<file path="src/rtl/mix_columns.sv">
// rtl/mix_columns.sv - iterative AES MixColumns, one column per cycle, with final-round bypass
module mix_columns #(
    parameter int WORD = 32,
    parameter int NB   = 4
) (
    input  logic               clk,
    input  logic               rst,
    input  logic               i_valid,
    input  logic [WORD*NB-1:0] i_block,
    input  logic               i_last,
    output logic               o_ready,
    output logic               o_valid,
    output logic [WORD*NB-1:0] o_block,
    output logic               o_last,
    input  logic               i_ready,
    output logic               o_overrun
);

    typedef enum logic [1:0] {
        IDLE = 2'd0,
        BUSY = 2'd1,
        DONE = 2'd2
    } state_t;

    state_t             state_q, state_d;
    logic [1:0]         col_q, col_d;
    logic [WORD*NB-1:0] blk_q, blk_d;
    logic               last_q, last_d;
    logic               overrun_q, overrun_d;
    logic               accept;
    logic [WORD-1:0]    cur_col;

    function automatic logic [7:0] xtime(input logic [7:0] x);
        return {x[6:0], 1'b0} ^ (x[7] ? 8'h1b : 8'h00);
    endfunction

    function automatic logic [31:0] mix_col(input logic [31:0] c);
        logic [7:0] a0, a1, a2, a3;
        a0 = c[31:24];
        a1 = c[23:16];
        a2 = c[15:8];
        a3 = c[7:0];
        mix_col[31:24] = xtime(a0) ^ (xtime(a1) ^ a1) ^ a2 ^ a3;
        mix_col[23:16] = a0 ^ xtime(a1) ^ (xtime(a2) ^ a2) ^ a3;
        mix_col[15:8]  = a0 ^ a1 ^ xtime(a2) ^ (xtime(a3) ^ a3);
        mix_col[7:0]   = (xtime(a0) ^ a0) ^ a1 ^ a2 ^ xtime(a3);
    endfunction

    assign accept = i_valid && o_ready;

    always_ff @(posedge clk) begin
        if (!rst) begin
            state_q   <= IDLE;
            col_q     <= 2'd0;
            blk_q     <= '0;
            last_q    <= 1'b0;
            overrun_q <= 1'b0;
        end else begin
            state_q   <= state_d;
            col_q     <= col_d;
            blk_q     <= blk_d;
            last_q    <= last_d;
            overrun_q <= overrun_d;
        end
    end

    always_comb begin
        state_d = state_q;
        case (state_q)
            IDLE: begin
                if (accept) state_d = i_last ? DONE : BUSY;
            end
            BUSY: begin
                if (col_q == 2'd3) state_d = DONE;
            end
            DONE: begin
                // Consume and accept on the same edge keeps back-to-back blocks bubble-free
                if (accept)       state_d = i_last ? DONE : BUSY;
                else if (i_ready) state_d = IDLE;
            end
            default: state_d = IDLE;
        endcase
    end

    always_comb begin
        cur_col   = blk_q[(NB-1-int'(col_q))*WORD +: WORD];
        blk_d     = blk_q;
        col_d     = col_q;
        last_d    = last_q;
        overrun_d = overrun_q | (i_valid && !o_ready);
        if (accept) begin
            blk_d  = i_block;
            last_d = i_last;
            col_d  = 2'd0;
        end else if (state_q == BUSY) begin
            blk_d[(NB-1-int'(col_q))*WORD +: WORD] = mix_col(cur_col);
            col_d = col_q + 2'd1;
        end
    end

    always_comb begin
        o_ready   = rst && (state_q == IDLE || (state_q == DONE && i_ready));
        o_valid   = (state_q == DONE);
        o_block   = blk_q;
        o_last    = last_q;
        o_overrun = overrun_q;
    end

endmodule

</file>
<file path="config.mk">
export PLATFORM = sky130hd
export DESIGN_NAME = mix_columns
export DESIGN_NICKNAME = d
export VERILOG_FILES = /design/src/rtl/mix_columns.sv
export SDC_FILE = /design/constraint.sdc
export NUM_CORES = 1
export LEC_CHECK = 0
export CORE_ASPECT_RATIO = 0.8
export CORE_MARGIN = 1.5
export CORE_UTILIZATION = 45
export DETAILED_ROUTE_END_ITERATION = 6
export HOLD_SLACK_MARGIN = 0.15
export PLACE_DENSITY = 0.84
export SYNTH_ARGS = -nofsm -noshare
export SYNTH_HDL_FRONTEND = slang
export SYNTH_SLANG_ARGS = --single-unit
</file>
<file path="constraint.sdc">
create_clock -name clk -period 6.9 [get_ports clk]
set_input_delay 0.69 -clock clk [delete_from_list [all_inputs] [get_ports clk]]
set_output_delay 0.69 -clock clk [all_outputs]
set_load 0.005 [all_outputs]
</file>
Word-level counts from Yosys, hierarchy flattened:

Index checks and enable logic that the tools add are counted.

* add/subtract/negate cells: 3
* multiply operators: 0
* div/mod/pow operators: 0
* order comparisons: 0
* equality and inequality tests: 6
* shifts and indexed selects: 3
* muxes and demuxes: 13
* bitwise gates (word level): 22
* reduce and logical (&&, ||, !) cells: 10

Operator list (count)
* $mux 128: 2
* $bwmux 128: 1
* $shift 32x33->128 const A: 1
* $shiftx 128x8->32: 1
* $shiftx 32x33->128: 1
* $xor 8x8->8: 16
* $neg 8->33: 1
* $xor 8x5->8: 4
* $mux 5: 4
* $mux 2: 5
* $pmux 2 s3: 1
* $eq 2x2->1 const B: 2
* $logic_and 1x1->1: 4
* $ne 2x2->1 const B: 2
* $ne 3x1->1 const B: 1
* $reduce_and 3->1: 1
* $sub 2x2->3 const A: 1
* $add 2x1->2 const B: 1
* $eq 2x1->1 const B: 1
* $logic_not 2->1: 1
* $reduce_bool 2->1: 1
* $reduce_or 2->1: 1
* $logic_not 1->1: 1
* $logic_or 1x1->1: 1
* 2 further kinds: 2

* register bits after elaboration: 134
* latch bits: 0
* memory bits (writable): 0
* memory bits (read-only): 0
* bits of input ports: 133
* output and inout port bits: 132
* logic and storage cells: 62
* memories kept: 0

Logic depth before layout (Yosys ltp):

* depth after elaboration: 12
* depth in mapped cells: 9
* gate-level depth less buffers: 6

Worst setup path before layout:

OpenSTA, ideal clock, no wires.

* path kind: in2reg
* from: input rst
* to: register blk_q[100] (netlist: o_block[100])
* setup time: 0.076 ns
* data arrival time: 2.211 ns
* data required time: 6.824 ns
* setup slack: 4.613 ns
* stages on the path: 7
* buffers on the path: 3
* cells stage by stage: clkbuf_1 -> nand3b_1 -> nor2_1 -> clkbuf_1 -> clkbuf_1 -> a32oi_1 -> o22ai_1

* cells in the longest elaborated chain, start to end: 3
* elaborated cells between the ends (all ways): 4
* classes of those cells: mux (1); reduce/logical (3)

RTL lines
* from (decl): RTL line 7 `input logic rst,`
* $logic_and 1x1->1: RTL line 102 `o_ready = rst && (state_q == IDLE || (state_q == DONE && i_ready));`
* $logic_and 1x1->1: RTL line 49 `assign accept = i_valid && o_ready;`
* $mux 128 or $reduce_bool 2->1 (tied branches)
* to (signal assigned): RTL line 61 `blk_q <= blk_d;`
* to (decl): RTL line 27 `logic [WORD*NB-1:0] blk_q, blk_d;`

Parallel ways exist; a longest one is shown, timed or not.
A chain may end at the register's enable or synchronous reset.

Worst setup path in the final report:

* from: register col_q[1]
* to: register blk_q[64] (netlist: o_block[64])

* cells in the longest elaborated chain, start to end: 12
* elaborated cells between the ends (all ways): 32
* classes of those cells: add/sub (2); shift (3); mux (7); bitwise (20)

RTL lines
* from (decl): RTL line 26 `logic [1:0] col_q, col_d;`
* from (signal assigned): RTL line 60 `col_q <= col_d;`
* $sub 2x2->3 (*): RTL line 86, 96
* $shiftx 128x8->32: RTL line 86 `cur_col = blk_q[(NB-1-int'(col_q))*WORD +: WORD];`
* $mux 5: RTL line 34 `return {x[6:0], 1'b0} ^ (x[7] ? 8'h1b : 8'h00);`
* $xor 8x5->8: RTL line 34
* $xor 8x8->8, on equally long branches (4 in series): RTL line 46, 43
* $shiftx 32x33->128: RTL line 96 `blk_d[(NB-1-int'(col_q))*WORD +: WORD] = mix_col(cur_col);`
* $bwmux 128 (*): RTL line 96
* $mux 128 (*): RTL line 95 `end else if (state_q == BUSY) begin`
* $mux 128 (*): RTL line 91 `if (accept) begin`

Every way passes the cells marked *; elsewhere a longest branch is shown, timed or not. The select of a mux whose other input is x is not followed.

==> run summary <==
Timing
• **post-route clock period utilization** 49.8%
• **slew of the pin with the lowest slew margin** 1330 ps
• **final-layout setup total negative slack** 0 ps
• **Setup Viol. Count Final** 0
• **max-slew violation count** 0
• **clock period minus worst slack** 3440 ps
• **final-report hold violation count** 0
• **post-route worst hold slack** 478 ps
• **Fmax achieved** 0.291 GHz
• **Max Clock Skew** 14.2 ps
• **worst relative slew slack** 11.5%
• **RSZ-0062 raised after global routing** no

Route
• **via count** 7560
• **average wire per cell in the routed design** 25.3 µm
• **Initial DRC Count** 807
• **total wire length** 28.9 mm
• **drt pass-1 iters** 7
• **residual DRC count** 0
• **antenna-violating nets left** 0
• **average via count per standard cell** 6.61

Logic synthesis
• **synthesized instance count** 695
• **Post-synth EDFFs** 0
• **predominant post-synthesis flop cell** dfxtp_1
• **Netlist Area Pre-Place** 7740 µm²
• **share of synthesized flip-flops with an asynchronous set or reset** 0%
• **unique cell type count in the Yosys netlist** 38
• **Mapped Avg Cell Area** 11.1 µm²
• **share of the yosys chip area belonging to registers** 34.7%
• **net count after synthesis** 832
• **synth warn** 0
• **flops & latches, synth** 134

Critical path
• **cell with the largest stage delay on the worst path** nand4_1
• **count of cell instances traversed by the critical path** 6
• **required arrival time at the worst endpoint** 7240 ps
• **kind of end point of the critical path** flop
• **number of cells on the worst reg-to-reg path** 6
• **worst path cell trace** buf_4 > inv_1 > ha_1 > nand4_1 > buf_4 > o22ai_1
• **r2r setup slk** 3460 ps
• **cell family with most CP delay** buffers and inverters
• **cell occurring most often along the worst timing path** buf_4
• **Worst setup SP type** flop
• **endpoint of the most critical setup path** o_block[64]$_SDFFE_PN0P_
• **endpoint of the worst-slack reg-to-reg timing path** o_block[64]$_SDFFE_PN0P_
• **category of the critical setup timing path** reg2reg
• **source of the critical timing path** col_q[1]$_SDFFE_PP0P_
• **worst path buffer plus inverter count** 3
• **delay contributed by the slowest stage of the critical path** 820 ps
• **Worst Path Arrival** 3770 ps
• **r2r startpoint** col_q[1]$_SDFFE_PP0P_
• **critical-path maximum fanout** 21

Cells and area
• **utilization after layout** 66.4%
• **layout cell share with drive strength beyond 1** 10.6%
• **layout net count** 1047
• **growth of design area from synthesis to finish** 43.1%
• **post-route cell area** 11100 µm²
• **number of antenna cells inserted** 0

Floorplan
• **area inside the core boundary** 16700 µm²
• **die footprint** 18000 µm²
• **die boundary width** 150 µm
• **I/O pins** 265
• **total number of placement rows** 42
• **Initial Utilization** 46.4%
• **die boundary height** 120 µm

Hold path
• **worst hold path class** reg2reg

Global routing
• **global route total overflow** 0
• **wire length of the first global-routing pass** 43.3 mm
• **largest net degree at the start of global routing** 97
• **number of global-route vias before repair** 7361
• **number of antenna violations at the first check in global routing** 0
• **GRT Util Overall** 31.8%

CTS
• **clock insertion delay at the later pin of the skew report** 420 ps
• **clock slew at reported path FFs** 60 ps
• **TritonCTS buffer count** 17
• **depth of the CTS H-tree** 4
• **CTS tree** done
• **number of sinks on the clock net** 134
• **number of buffers on the longest clock path** 2
• **cells resized by post-CTS repair** 0
• **number of buffers inserted by hold repair at cts** 0
• **count of buffers added by post-CTS timing repair for setup** 0
• **clock root buffer master** clkbuf_16

Power and ir drop
• **worst vdd ir** 0.179 mV
• **power density over cell area** 261 nW/µm²
• **Total Power** 2.89 mW
• **static leakage** 3.88 nW

Place
• **placed cell area** 10400 µm²
• **Detail Placement HPWL** 19.8 mm
• **RD Place Congestion** 0.899
• **Buffers on Ports** 264

Job
• **max-capacitance violation count** 0

Status
• **run status** completed

## routing by layer
metal / global-route usage, % / vias up / wire length [µm]
li1: - / 3250 / -
met1: 44.0 / 3643 / 11600
met2: 49.6 / 604 / 13200
met3: 6.60 / 63 / 3470
met4: 10.5 / 0 / 645
met5: 0 / - / 0
## Yosys cell counts, types with 3 or more instances
cell type | number | share of area, %
a21o_1 | 3 | 0.29
a21oi_1 | 6 | 0.39
a32oi_1 | 96 | 11
buf_2 | 5 | 0.32
clkbuf_1 | 72 | 3.5
dfxtp_1 | 134 | 35
ha_1 | 4 | 0.65
inv_1 | 35 | 1.7
mux4_1 | 3 | 1.0
mux4_2 | 29 | 8.4
nand2_1 | 10 | 0.49
nand3_1 | 32 | 2.1
nor2_1 | 8 | 0.39
nor2b_1 | 4 | 0.32
o22ai_1 | 96 | 7.8
o2bb2ai_1 | 32 | 3.6
o31ai_1 | 32 | 3.1
xnor2_1 | 13 | 1.5
xnor2_2 | 13 | 2.7
xnor2_4 | 3 | 1.1
xnor3_1 | 33 | 9.6
xor3_1 | 11 | 3.4
## where the power goes
group	internal [mW]	switching [mW]	total [mW]
registers	0.827	0.0563	0.883
clock network	0.624	0.356	0.980
logic	0.524	0.504	1.03
## sequential cells by signal, indices dropped and copies added, names as in the netlist
register   flops
o_block      128
col_q          2
o_overrun      1
state_q        2
o_last         1
## cell type report
class                           count  area (µm²)
Fill cell                        1254        5590
Multi-Input combinational cell    443        4600
Inverter                           36         135
Tap cell                          220         275
Clock inverter                     12         176
Sequential cell                   134        2690
Timing Repair Buffer              278        2740
Clock buffer                       20         457
## cells by family after synthesis
kind of cell / synth area share, %
muxes: 9.46
xor gates and xnor gates: 18.4
and+or+nand+nor: 4.30
DFF: 34.7
AOI/OAI and AO/OA: 26.3
adders and majority gates: 0.647
buffers and inverters: 6.26
## worst reg2reg max path, delay by kind of cell (launching register included)
kind	cells	cell delay, ps
compound gates	1	210
simple gates	1	820
fa+ha+maj	1	400
flops	1	680
buf+inv	3	1250
## worst min path at each step
| stage | from | to | depth (start not counted) |
|---|---|---|---|
| finish | o_overrun$_SDFF_PN0_ | o_overrun$_SDFF_PN0_ | 2 |
| global route | o_last$_SDFFE_PN0N_ | o_last$_SDFFE_PN0N_ | 2 |
| CTS | o_last$_SDFFE_PN0N_ | o_last$_SDFFE_PN0N_ | 2 |
| detailed placement | o_overrun$_SDFF_PN0_ | o_overrun$_SDFF_PN0_ | 2 |
| global placement | o_overrun$_SDFF_PN0_ | o_overrun$_SDFF_PN0_ | 2 |
| floorplan | o_last$_SDFFE_PN0N_ | o_last$_SDFFE_PN0N_ | 2 |
## cells in the final DEF, fill, tap and decap left out, types with 7 or more instances in the layout
master | netlist | final
clkdlybuf4s50_1 | 0 | 263
dfxtp_1 | 134 | 132
a32oi_1 | 96 | 96
o22ai_1 | 96 | 96
inv_1 | 35 | 35
xnor3_1 | 33 | 33
nand3_1 | 32 | 32
o31ai_1 | 32 | 32
o2bb2ai_1 | 32 | 32
mux4_2 | 29 | 29
clkbuf_16 | 0 | 17
buf_4 | 1 | 14
xnor2_2 | 13 | 13
xnor2_1 | 13 | 13
xor3_1 | 11 | 11
nand2_1 | 10 | 9
nor2_1 | 8 | 7
## stage by stage
stage          setup WS (ps)  cells
4_1_cts                 3530   1143
2_1_floorplan           4610    695
6_report                3460   1143
5_1_grt                 3250   1143
3_3_place_gp            3460   1111
3_5_place_dp            3410   1111
(Power assumes the default switching activity.)
